$ cat src/rtl/delayfixed_seq_arb.sv
// Round-robin sequencer sharing one rise-edge fixed-delay cell
// between NREQ requesters; reports done or timeout per sequence.
module delayfixed_seq_arb #(
  parameter int NREQ        = 4,
  parameter int SYNC_STAGES = 2,
  parameter int TMO_CYC     = 32,
  parameter int CNT_W       = 8
) (
  input  logic            CELCLK,
  input  logic            CELRSTN,
  input  logic            CELV,
  input  logic            CELG,
  input  logic            CELSUB,
  input  logic [NREQ-1:0] req,
  output logic [NREQ-1:0] gnt,
  output logic            dly_i,
  input  logic            dly_o,
  output logic            done,
  output logic            tmo,
  output logic            busy
);

  localparam int IW = (NREQ > 1) ? $clog2(NREQ) : 1;
  localparam logic [CNT_W-1:0] CNT_LAST = CNT_W'(TMO_CYC - 1);
  localparam logic [CNT_W-1:0] CNT_MAX  = '1;

  typedef enum logic [2:0] {
    IDLE, LAUNCH, WAIT_HI, RELEASE, WAIT_LO, FINISH
  } state_t;

  state_t state, state_n;

  logic [CNT_W-1:0]       cnt, cnt_n, cnt_inc;
  logic [IW-1:0]          ptr, ptr_n;
  logic [IW-1:0]          gidx, gidx_n;
  logic [IW-1:0]          sel_idx, idx;
  logic [IW:0]            sum;
  logic                   sel_vld;
  logic [NREQ-1:0]        gnt_n;
  logic                   done_n, tmo_n;
  logic [SYNC_STAGES-1:0] sync;
  logic                   os;
  logic                   unused_supply;

  // Supply pins only pass through to the analog cell
  assign unused_supply = CELV ^ CELG ^ CELSUB;

  always_ff @(posedge CELCLK or negedge CELRSTN) begin
    if (!CELRSTN) sync <= '0;
    else          sync <= {sync[SYNC_STAGES-2:0], dly_o};
  end

  assign os = sync[SYNC_STAGES-1];

  // Scan downward so the lowest offset from ptr wins
  always_comb begin
    sel_vld = 1'b0;
    sel_idx = '0;
    sum     = '0;
    idx     = '0;
    for (int k = NREQ - 1; k >= 0; k--) begin
      sum = {1'b0, ptr} + (IW+1)'(k);
      if (sum >= (IW+1)'(NREQ))
        sum = sum - (IW+1)'(NREQ);
      idx = sum[IW-1:0];
      if (req[idx]) begin
        sel_vld = 1'b1;
        sel_idx = idx;
      end
    end
  end

  assign cnt_inc = (cnt == CNT_MAX) ? cnt : cnt + 1'b1;

  always_comb begin
    state_n = state;
    cnt_n   = cnt;
    gnt_n   = gnt;
    ptr_n   = ptr;
    gidx_n  = gidx;
    done_n  = 1'b0;
    tmo_n   = 1'b0;
    unique case (state)
      IDLE: begin
        cnt_n = '0;
        if (sel_vld) begin
          state_n = LAUNCH;
          gidx_n  = sel_idx;
          gnt_n   = {{(NREQ-1){1'b0}}, 1'b1} << sel_idx;
        end
      end
      LAUNCH: begin
        state_n = WAIT_HI;
        cnt_n   = '0;
      end
      WAIT_HI: begin
        cnt_n = cnt_inc;
        if (os) begin
          state_n = RELEASE;
          cnt_n   = '0;
        end else if (cnt == CNT_LAST) begin
          state_n = FINISH;
          tmo_n   = 1'b1;
        end
      end
      RELEASE: begin
        state_n = WAIT_LO;
        cnt_n   = '0;
      end
      WAIT_LO: begin
        cnt_n = cnt_inc;
        if (!os) begin
          state_n = FINISH;
          done_n  = 1'b1;
        end else if (cnt == CNT_LAST) begin
          state_n = FINISH;
          tmo_n   = 1'b1;
        end
      end
      FINISH: begin
        state_n = IDLE;
        gnt_n   = '0;
        ptr_n   = (gidx == IW'(NREQ - 1)) ? '0 : gidx + 1'b1;
      end
      default: state_n = IDLE;
    endcase
  end

  always_ff @(posedge CELCLK or negedge CELRSTN) begin
    if (!CELRSTN) begin
      state <= IDLE;
      cnt   <= '0;
      ptr   <= '0;
      gidx  <= '0;
      gnt   <= '0;
      dly_i <= 1'b0;
      done  <= 1'b0;
      tmo   <= 1'b0;
      busy  <= 1'b0;
    end else begin
      state <= state_n;
      cnt   <= cnt_n;
      ptr   <= ptr_n;
      gidx  <= gidx_n;
      gnt   <= gnt_n;
      dly_i <= (state_n == WAIT_HI);
      done  <= done_n;
      tmo   <= tmo_n;
      busy  <= (state_n != IDLE);
    end
  end

endmodule
$ cat config.mk
export PLATFORM = sky130hd
export DESIGN_NAME = delayfixed_seq_arb
export DESIGN_NICKNAME = d
export VERILOG_FILES = /design/src/rtl/delayfixed_seq_arb.sv
export SDC_FILE = /design/constraint.sdc
export NUM_CORES = 1
export LEC_CHECK = 0
export ABC_AREA = 1
export BUFFER_PORTS_ARGS = -buffer_cell sky130_fd_sc_hd__buf_2
export CORE_MARGIN = 4
export CORE_UTILIZATION = 57
export DETAILED_ROUTE_END_ITERATION = 6
export PLACE_DENSITY_LB_ADDON = 0.1
export SLEW_MARGIN = 25
export SYNTH_ARGS = -nofsm -noshare
export SYNTH_HDL_FRONTEND = slang
export SYNTH_SLANG_ARGS = --single-unit
$ cat constraint.sdc
create_clock -name CELCLK -period 1.68 [get_ports CELCLK]
set_clock_uncertainty 0.05 [all_clocks]
set_input_delay 0.252 -clock CELCLK [delete_from_list [all_inputs] [get_ports CELCLK]]
set_output_delay 0.252 -clock CELCLK [all_outputs]
set_load 0.005 [all_outputs]
==> metrics.md, run 1 <==
| Metric | Value |
|---|---|
| Mean Syn Cell Area | 7.586 um2 |
| Worst VDD drop | 0.9804 mV |
| Critical path's slowest cell | dfrtp_1 |
| Htree depth | 1 |
| Vias per cell | 5.111 |
| YS warnings | 0 |
| CTS tree | done |
| Initial Util | 59.02% |
| Remaining antenna violation count after routing | 0 |
| Die area | 3412 um2 |
| Fillers | 216 |
| Seq pwr share | 35.0% |
| CP Cell Sequence | ha_1, nand2_1, nor2_2, nand2_2, nor2_2, nand2_2, nand4_1, o21ai_0, nor2_2 |
| CP Buf/Inv Count | 0 |
| Clock-pin slew on the worst setup and hold paths | 130 ps |
| Slew HR | 63.30% |
| RSZ-0062 raised after global routing | true |
| ANT cells | 0 |
| Hold Path Class | register to register |
| Clock Power Share | 10.1% |
| Delay-heaviest family, CP | simple AND/OR/NAND/NOR gates |
| Post-DP HPWL | 2.098 mm |
| WP data required | 1840 ps |
| Layout cell share with drive strength beyond 1 | 27.23% |
| Antenna violations before repair | 0 |
| Layout Nets | 226 |
| Crit share post-route | 96.92% |
| Clock root buffer | clkbuf_4 |
| Worst skew pair latency | 310 ps |
| Ys async rst share | 100.0% |
| Hold Fails Final Rpt | 0 |
| TritonRoute pass-1 iters | 4 |
| Die Y | 58.42 um |
| Routed via count | 1242 |
| Final Critical Period | 1628 ps |
| Max Slew Vio Count | 0 |
| Max Cap Viol | 0 |
| Post-Syn Nets | 203 |
| Routed wire per std cell | 11.44 um |
| Drt drc | 0 |
| Worst slew pin tran | 550.5 ps |
| Area Growth Syn to Fin | 12.87% |
| DRT iter0 DRCs | 56 |
| CP most frequent cell | nor2_2 |
| Comb power frac | 54.9% |
| IO Count | 18 |
| Total GRT Usage | 18.49% |
| Final setup TNS | 0 ps |
| P_sw | 1249 uW |
| First-pass GRT wire length | 4.899 mm |
| CP Launch Type | register |
| Top_reg_cell synth | dfrtp_1 |
| Crit-path max cell delay | 410 ps |
| Max frequency | 614.2 MHz |
| CP Class | register to register |
| P per Cell Area | 1607 nW/um2 |
| CTS Buf Count | 3 |
| Worst hold slack | 319.8 ps |
| Top-area cell type share of the netlist area | 43.18% |
| Total gr overflow | 0 |
| Synth Instances | 191 |
| Outcome | completed |
| Input/output buffers | 14 |
| Crit path max fanout | 4 |
| Leakage Power | 0.0008681 uW |
| Die width | 58.42 um |
| Distinct cells, synth | 24 |
| Synth area leader | dfrtp_1 |
| Post-synth top cells | nand2_1 (50), dfrtp_1 (25), inv_1 (22) |
| Routability cong. | 0.8471 |
| Crit path DAT | 1790 ps |
| Max clock buf depth | 2 |
| Switching Fraction | 47.52% |
| Core Box Area | 2455 um2 |
| Core Util, Final | 66.62% |
| Vias in the first global route | 1184 |
| Rows | 18 |
| Setup Viol. Count Final | 0 |
| Largest net degree at the start of global routing | 26 |
| Clock Sinks | 25 |
| Top cells by area, synth | dfrtp_1 (43%), nand2_1 (13%), nand2_2 (6.0%) |
| Register area share after synthesis | 43.18% |
| #FFs+latches synth | 25 |
| Post-synth EDFFs | 0 |
| Worst setup EP type | register |
| Int Pwr | 1379 uW |
| Total Wirelength | 2.779 mm |
| Most common cell in the netlist | nand2_1 |
| Mapped Area | 1449 um2 |
-- power by group through the flow --
stage | registers (uW) | clock network (uW) | logic (uW)
floorplan | 882 | 0 | 1140
global placement | 923 | 0 | 1350
detailed placement | 933 | 0 | 1390
CTS | 920 | 281 | 1400
global route | 946 | 308 | 1660
finish | 920 | 266 | 1440
-- layer usage --
layer	vias up	routed length [um]	track usage, %	share of wire (%)
met1	554	1299	24.82	47
met2	29	1316	30.62	47
met3	4	138	3.289	5.0
met5	-	0	0	0
li1	655	-	-	-
met4	0	25	5.298	0.90
-- cells in the final DEF, fill, tap and decap left out, types with 2 or more instances in the layout --
| cell type | n |
|---|---|
| nor3_1 | 2 |
| nand2_2 | 16 |
| nor2_2 | 8 |
| nor2_1 | 15 |
| buf_2 | 14 |
| dfrtp_1 | 24 |
| nand3_2 | 3 |
| clkbuf_4 | 3 |
| buf_4 | 3 |
| o21ai_1 | 4 |
| inv_2 | 4 |
| inv_1 | 22 |
| nand3_1 | 14 |
| o21ai_0 | 8 |
| nand2_1 | 47 |
| a21oi_1 | 6 |
| nand4_1 | 4 |
| dlygate4sd3_1 | 2 |
| nand2_4 | 3 |
| ha_1 | 2 |
-- sequential cells by signal (all words and copies together), names as in the netlist --
signal  cells
sync        2
tmo         1
dly_i       1
cnt         8
ptr         2
state       3
busy        1
gidx        2
gnt         4
done        1
-- cell families (layout without fill, tap and decap cells) --
group                      Yosys count  after routing  share of synthesized area (%)
buffers and inverters               28             50                          8.290
AOI/OAI and AO/OA                   23             23                          9.500
DFF                                 25             25                          43.18
adders and majority gates            2              2                          1.727
xor gates and xnor gates             1              1                         0.6046
and+or+nand+nor                    112            112                          36.70
-- area by class of cell --
class	instances	area, um2	share of cell area, %
multi-input combinational	138	723.2	44.22
sequential	25	626.9	38.33
timing repair buffer	19	112.6	6.886
inverter	27	108.9	6.656
tap	30	37.54	2.295
clock buffer	4	26.28	1.607
-- final timing paths --
| check | start | endpoint | slack [ps] | cells after the start |
|---|---|---|---|---|
| setup / recovery | cnt[0]$_DFFE_PN0P_ | cnt[4]$_DFFE_PN0P_ | 50 | 9 |
| hold / removal | sync[0]$_DFF_PN0_ | sync[1]$_DFF_PN0_ | 320 | 0 |
| setup reg to reg | cnt[0]$_DFFE_PN0P_ | cnt[4]$_DFFE_PN0P_ | 50 | 9 |
| hold reg to reg | sync[0]$_DFF_PN0_ | sync[1]$_DFF_PN0_ | 320 | 0 |
| max in group asynchronous | CELRSTN | ptr[0]$_DFFE_PN0P_ | 790 | 2 |
| min in group asynchronous | CELRSTN | busy$_DFF_PN0_ | 400 | 2 |
-- per-stage QoR --
stage | cell area [um2] | cells | power (uW) | setup WS (ps)
6_report | 1635 | 243 | 2628 | 51.76
5_1_grt | 1635 | 243 | 2910 | -66.93
4_1_cts | 1602 | 241 | 2605 | 21.33
3_5_place_dp | 1553 | 235 | 2323 | -5.544
3_3_place_gp | 1553 | 235 | 2270 | 66.93
2_1_floorplan | 1449 | 191 | 2027 | 210.6
-- repair_timing --
action / 4_1_cts / 5_1_grt
hold buffers: 2 / 0
setup endpoints to repair: 1 / 15
gates resized for setup: 1 / 10
buffers inserted: 0 / 2
pin swaps: 0 / 1
hold endpoints to repair: 26 / 0
No activity file was read; power rests on OpenSTA's default activity.
==> run 2, diff against run 1 <==
--- a/config.mk
+++ b/config.mk
@@ -8,7 +8,8 @@
 export ABC_AREA = 1
 export BUFFER_PORTS_ARGS = -buffer_cell sky130_fd_sc_hd__buf_2
 export CORE_MARGIN = 4
-export CORE_UTILIZATION = 57
+export CORE_UTILIZATION = 59
+export CTS_BUF_LIST = sky130_fd_sc_hd__clkbuf_8
 export DETAILED_ROUTE_END_ITERATION = 6
 export PLACE_DENSITY_LB_ADDON = 0.1
 export SLEW_MARGIN = 25
==> metrics.md, run 2 (synthesized netlist as in run 1, its figures left out) <==
| Metric | Value |
|---|---|
| Antenna violations before repair | 0 (unchanged) |
| Layout cell share with drive strength beyond 1 | 30.05% (was 27.23%) |
| Total gr overflow | 0 (unchanged) |
| Worst setup EP type | register (unchanged) |
| Crit path max fanout | 5 (was 4) |
| CP Launch Type | register (unchanged) |
| CTS Buf Count | 3 (unchanged) |
| Initial Util | 63.66% (was 59.02%) |
| CTS tree | done (unchanged) |
| Worst skew pair latency | 270 ps (was 310 ps) |
| Clock root buffer | clkbuf_8 (was clkbuf_4) |
| Leakage Power | 0.0008983 uW (was 0.0008681 uW) |
| Slew HR | 64.50% (was 63.30%) |
| Drt drc | 0 (unchanged) |
| Die Y | 57.56 um (was 58.42 um) |
| ANT cells | 0 (unchanged) |
| Final Critical Period | 1614 ps (was 1628 ps) |
| Register area | 626.9 um2 (unchanged) |
| Hold Path Class | input port to register (was register to register) |
| Worst VDD drop | 1.494 mV (was 0.9804 mV) |
| Total Wirelength | 2.946 mm (was 2.779 mm) |
| Vias per cell | 5.349 (was 5.111) |
| HP Start | dly_o (was sync[0]$_DFF_PN0_) |
| Design area | 1677 um2 (was 1635 um2) |
| Max frequency | 619.7 MHz (was 614.2 MHz) |
| Most frequent cells in the layout | nand2_1 (46), dfrtp_1 (24), inv_1 (22), nand2_2 (16), nor2_1 (16) (was nand2_1 (47), dfrtp_1 (24), inv_1 (22), nand2_2 (16), nor2_1 (15)) |
| Crit share post-route | 96.06% (was 96.92%) |
| Most common cell after layout, fill and taps aside | nand2_1 (unchanged) |
| Fillers | 170 (was 216) |
| Total power | 2713 uW (was 2628 uW) |
| DRT iter0 DRCs | 48 (was 56) |
| Clock Sinks | 25 (unchanged) |
| WP data required | 1840 ps (about the same) |
| Routed via count | 1289 (was 1242) |
| Worst hold slack | 32.71 ps (was 319.8 ps) |
| Comb power frac | 52.6% (was 54.9%) |
| Regs by FF count | cnt x8, gnt x4, state x3 (unchanged) |
| CP Class | register to register (unchanged) |
| Clock Power Share | 13.0% (was 10.1%) |
| TritonRoute pass-1 iters | 5 (was 4) |
| Multi-input logic area | 749.5 um2 (was 723.2 um2) |
| P_sw | 1269 uW (was 1249 uW) |
| Int Pwr | 1444 uW (was 1379 uW) |
| Post-route setup slack | 66.19 ps (was 51.76 ps) |
| Core Box Area | 2276 um2 (was 2455 um2) |
| Max Cap Viol | 0 (unchanged) |
| Routability cong. | 0.7938 (was 0.8471) |
| Total GRT Usage | 19.36% (was 18.49%) |
| P per Cell Area | 1618 nW/um2 (was 1607 nW/um2) |
| Max Slew Vio Count | 0 (unchanged) |
| Vias in the first global route | 1228 (was 1184) |
| Die area | 3313 um2 (was 3412 um2) |
| IO Count | 18 (unchanged) |
| Outcome | completed (unchanged) |
| Flop2flop setup slack | 70 ps (was 50 ps) |
| Max reg flops | 8 (unchanged) |
| Largest Register | cnt (unchanged) |
| Setup Viol. Count Final | 0 (unchanged) |
| Switching Fraction | 46.78% (was 47.52%) |
| RR Endpoint | cnt[4]$_DFFE_PN0P_ (unchanged) |
| Rows | 17 (was 18) |
| Max clock buf depth | 2 (unchanged) |
| Routed wire per std cell | 12.22 um (was 11.44 um) |
| Clock-pin slew on the worst setup and hold paths | 90 ps (was 130 ps) |
| DP Worst Slack | 12.33 ps (was -5.544 ps) |
| Min-Delay Path Depth | 1 (was 0) |
| Input/output buffers | 14 (unchanged) |
| Worst slew pin tran | 532.6 ps (was 550.5 ps) |
| Crit path DAT | 1770 ps (was 1790 ps) |
| R2R depth | 9 (unchanged) |
| Die width | 57.56 um (was 58.42 um) |
| First-pass GRT wire length | 5.085 mm (was 4.899 mm) |
| Seq pwr share | 34.3% (was 35.0%) |
| Remaining antenna violation count after routing | 0 (unchanged) |
| Post-DP HPWL | 2.207 mm (was 2.098 mm) |
| Hold Fails Final Rpt | 0 (unchanged) |
| Reg-to-Reg Start | cnt[0]$_DFFE_PN0P_ (unchanged) |
| Largest net degree at the start of global routing | 26 (unchanged) |
| Placed Area | 1550 um2 (was 1553 um2) |
| Core Util, Final | 73.67% (was 66.62%) |
| Htree depth | 1 (unchanged) |
| Layout Nets | 226 (unchanged) |
| Hold Path End | sync[0]$_DFF_PN0_ (was sync[1]$_DFF_PN0_) |
| Area Growth Syn to Fin | 15.72% (was 12.87%) |
==> run 2: timing repair <==
action	in CTS	in global routing
setup buffers	0	3
pin swaps	0	5
hold endpoints to repair	25	0
endpoints found under the setup margin	3	14
gates resized for setup	2	14
hold buffers	1	0
==> run 2: per-layer routing <==
layer | vias up | global-route usage, % | share of wire, % | wire (um)
li1 | 642 | - | - | -
met1 | 582 | 25.29 | 45 | 1329
met2 | 57 | 32.42 | 47 | 1375
met3 | 8 | 3.846 | 6.9 | 203
met4 | 0 | 5.629 | 1.3 | 38
met5 | - | 0 | 0 | 0
==> run 2: stage by stage <==
| stage | setup TNS, ps | cells |
|---|---|---|
| 2_1_floorplan | 0 | 191 |
| 3_3_place_gp | 0 | 233 |
| 3_5_place_dp | 0 | 233 |
| 4_1_cts | 0 | 238 |
| 5_1_grt | -146.6 | 241 |
| 6_report | 0 | 241 |
==> run 2: worst max path at each step <==
stage	start	to	slack, ps	depth (start not counted)
2_1_floorplan	cnt[0]$_DFFE_PN0P_	cnt[4]$_DFFE_PN0P_	210	9
3_3_place_gp	ptr[0]$_DFFE_PN0P_	gnt[0]$_DFFE_PN0P_	80	9
3_5_place_dp	ptr[0]$_DFFE_PN0P_	gnt[2]$_DFFE_PN0P_	10	9
4_1_cts	cnt[0]$_DFFE_PN0P_	cnt[0]$_DFFE_PN0P_	30	9
5_1_grt	cnt[0]$_DFFE_PN0P_	cnt[4]$_DFFE_PN0P_	-40	10
6_report	cnt[0]$_DFFE_PN0P_	cnt[4]$_DFFE_PN0P_	70	9
==> run 2: power groups by stage <==
stage          registers, uW  clock network, uW  logic, uW
6_report                 931                353       1430
5_1_grt                  956                394       1630
4_1_cts                  928                370       1400
3_5_place_dp             934                  0       1390
3_3_place_gp             922                  0       1340
2_1_floorplan            882                  0       1140
==> run 2: area by class of cell <==
class / count / area share (%)
clock buffers: 3 / 2.463
clock inverters: 1 / 0.2985
inverters: 27 / 6.493
multi-input cells: 138 / 44.70
flip-flops and latches: 25 / 37.39
well taps: 28 / 2.090
repair buffers: 19 / 6.567
==> run 2: critical path, cell delays in order (launching register included) <==
cell and delay (ps):
dfrtp_1 410, ha_2 210, nand2_2 50, nor2_2 140
nand2_2 110, nor2_4 150, nand2_4 90, nand4_1 130
o21ai_0 100, nor2_1 120
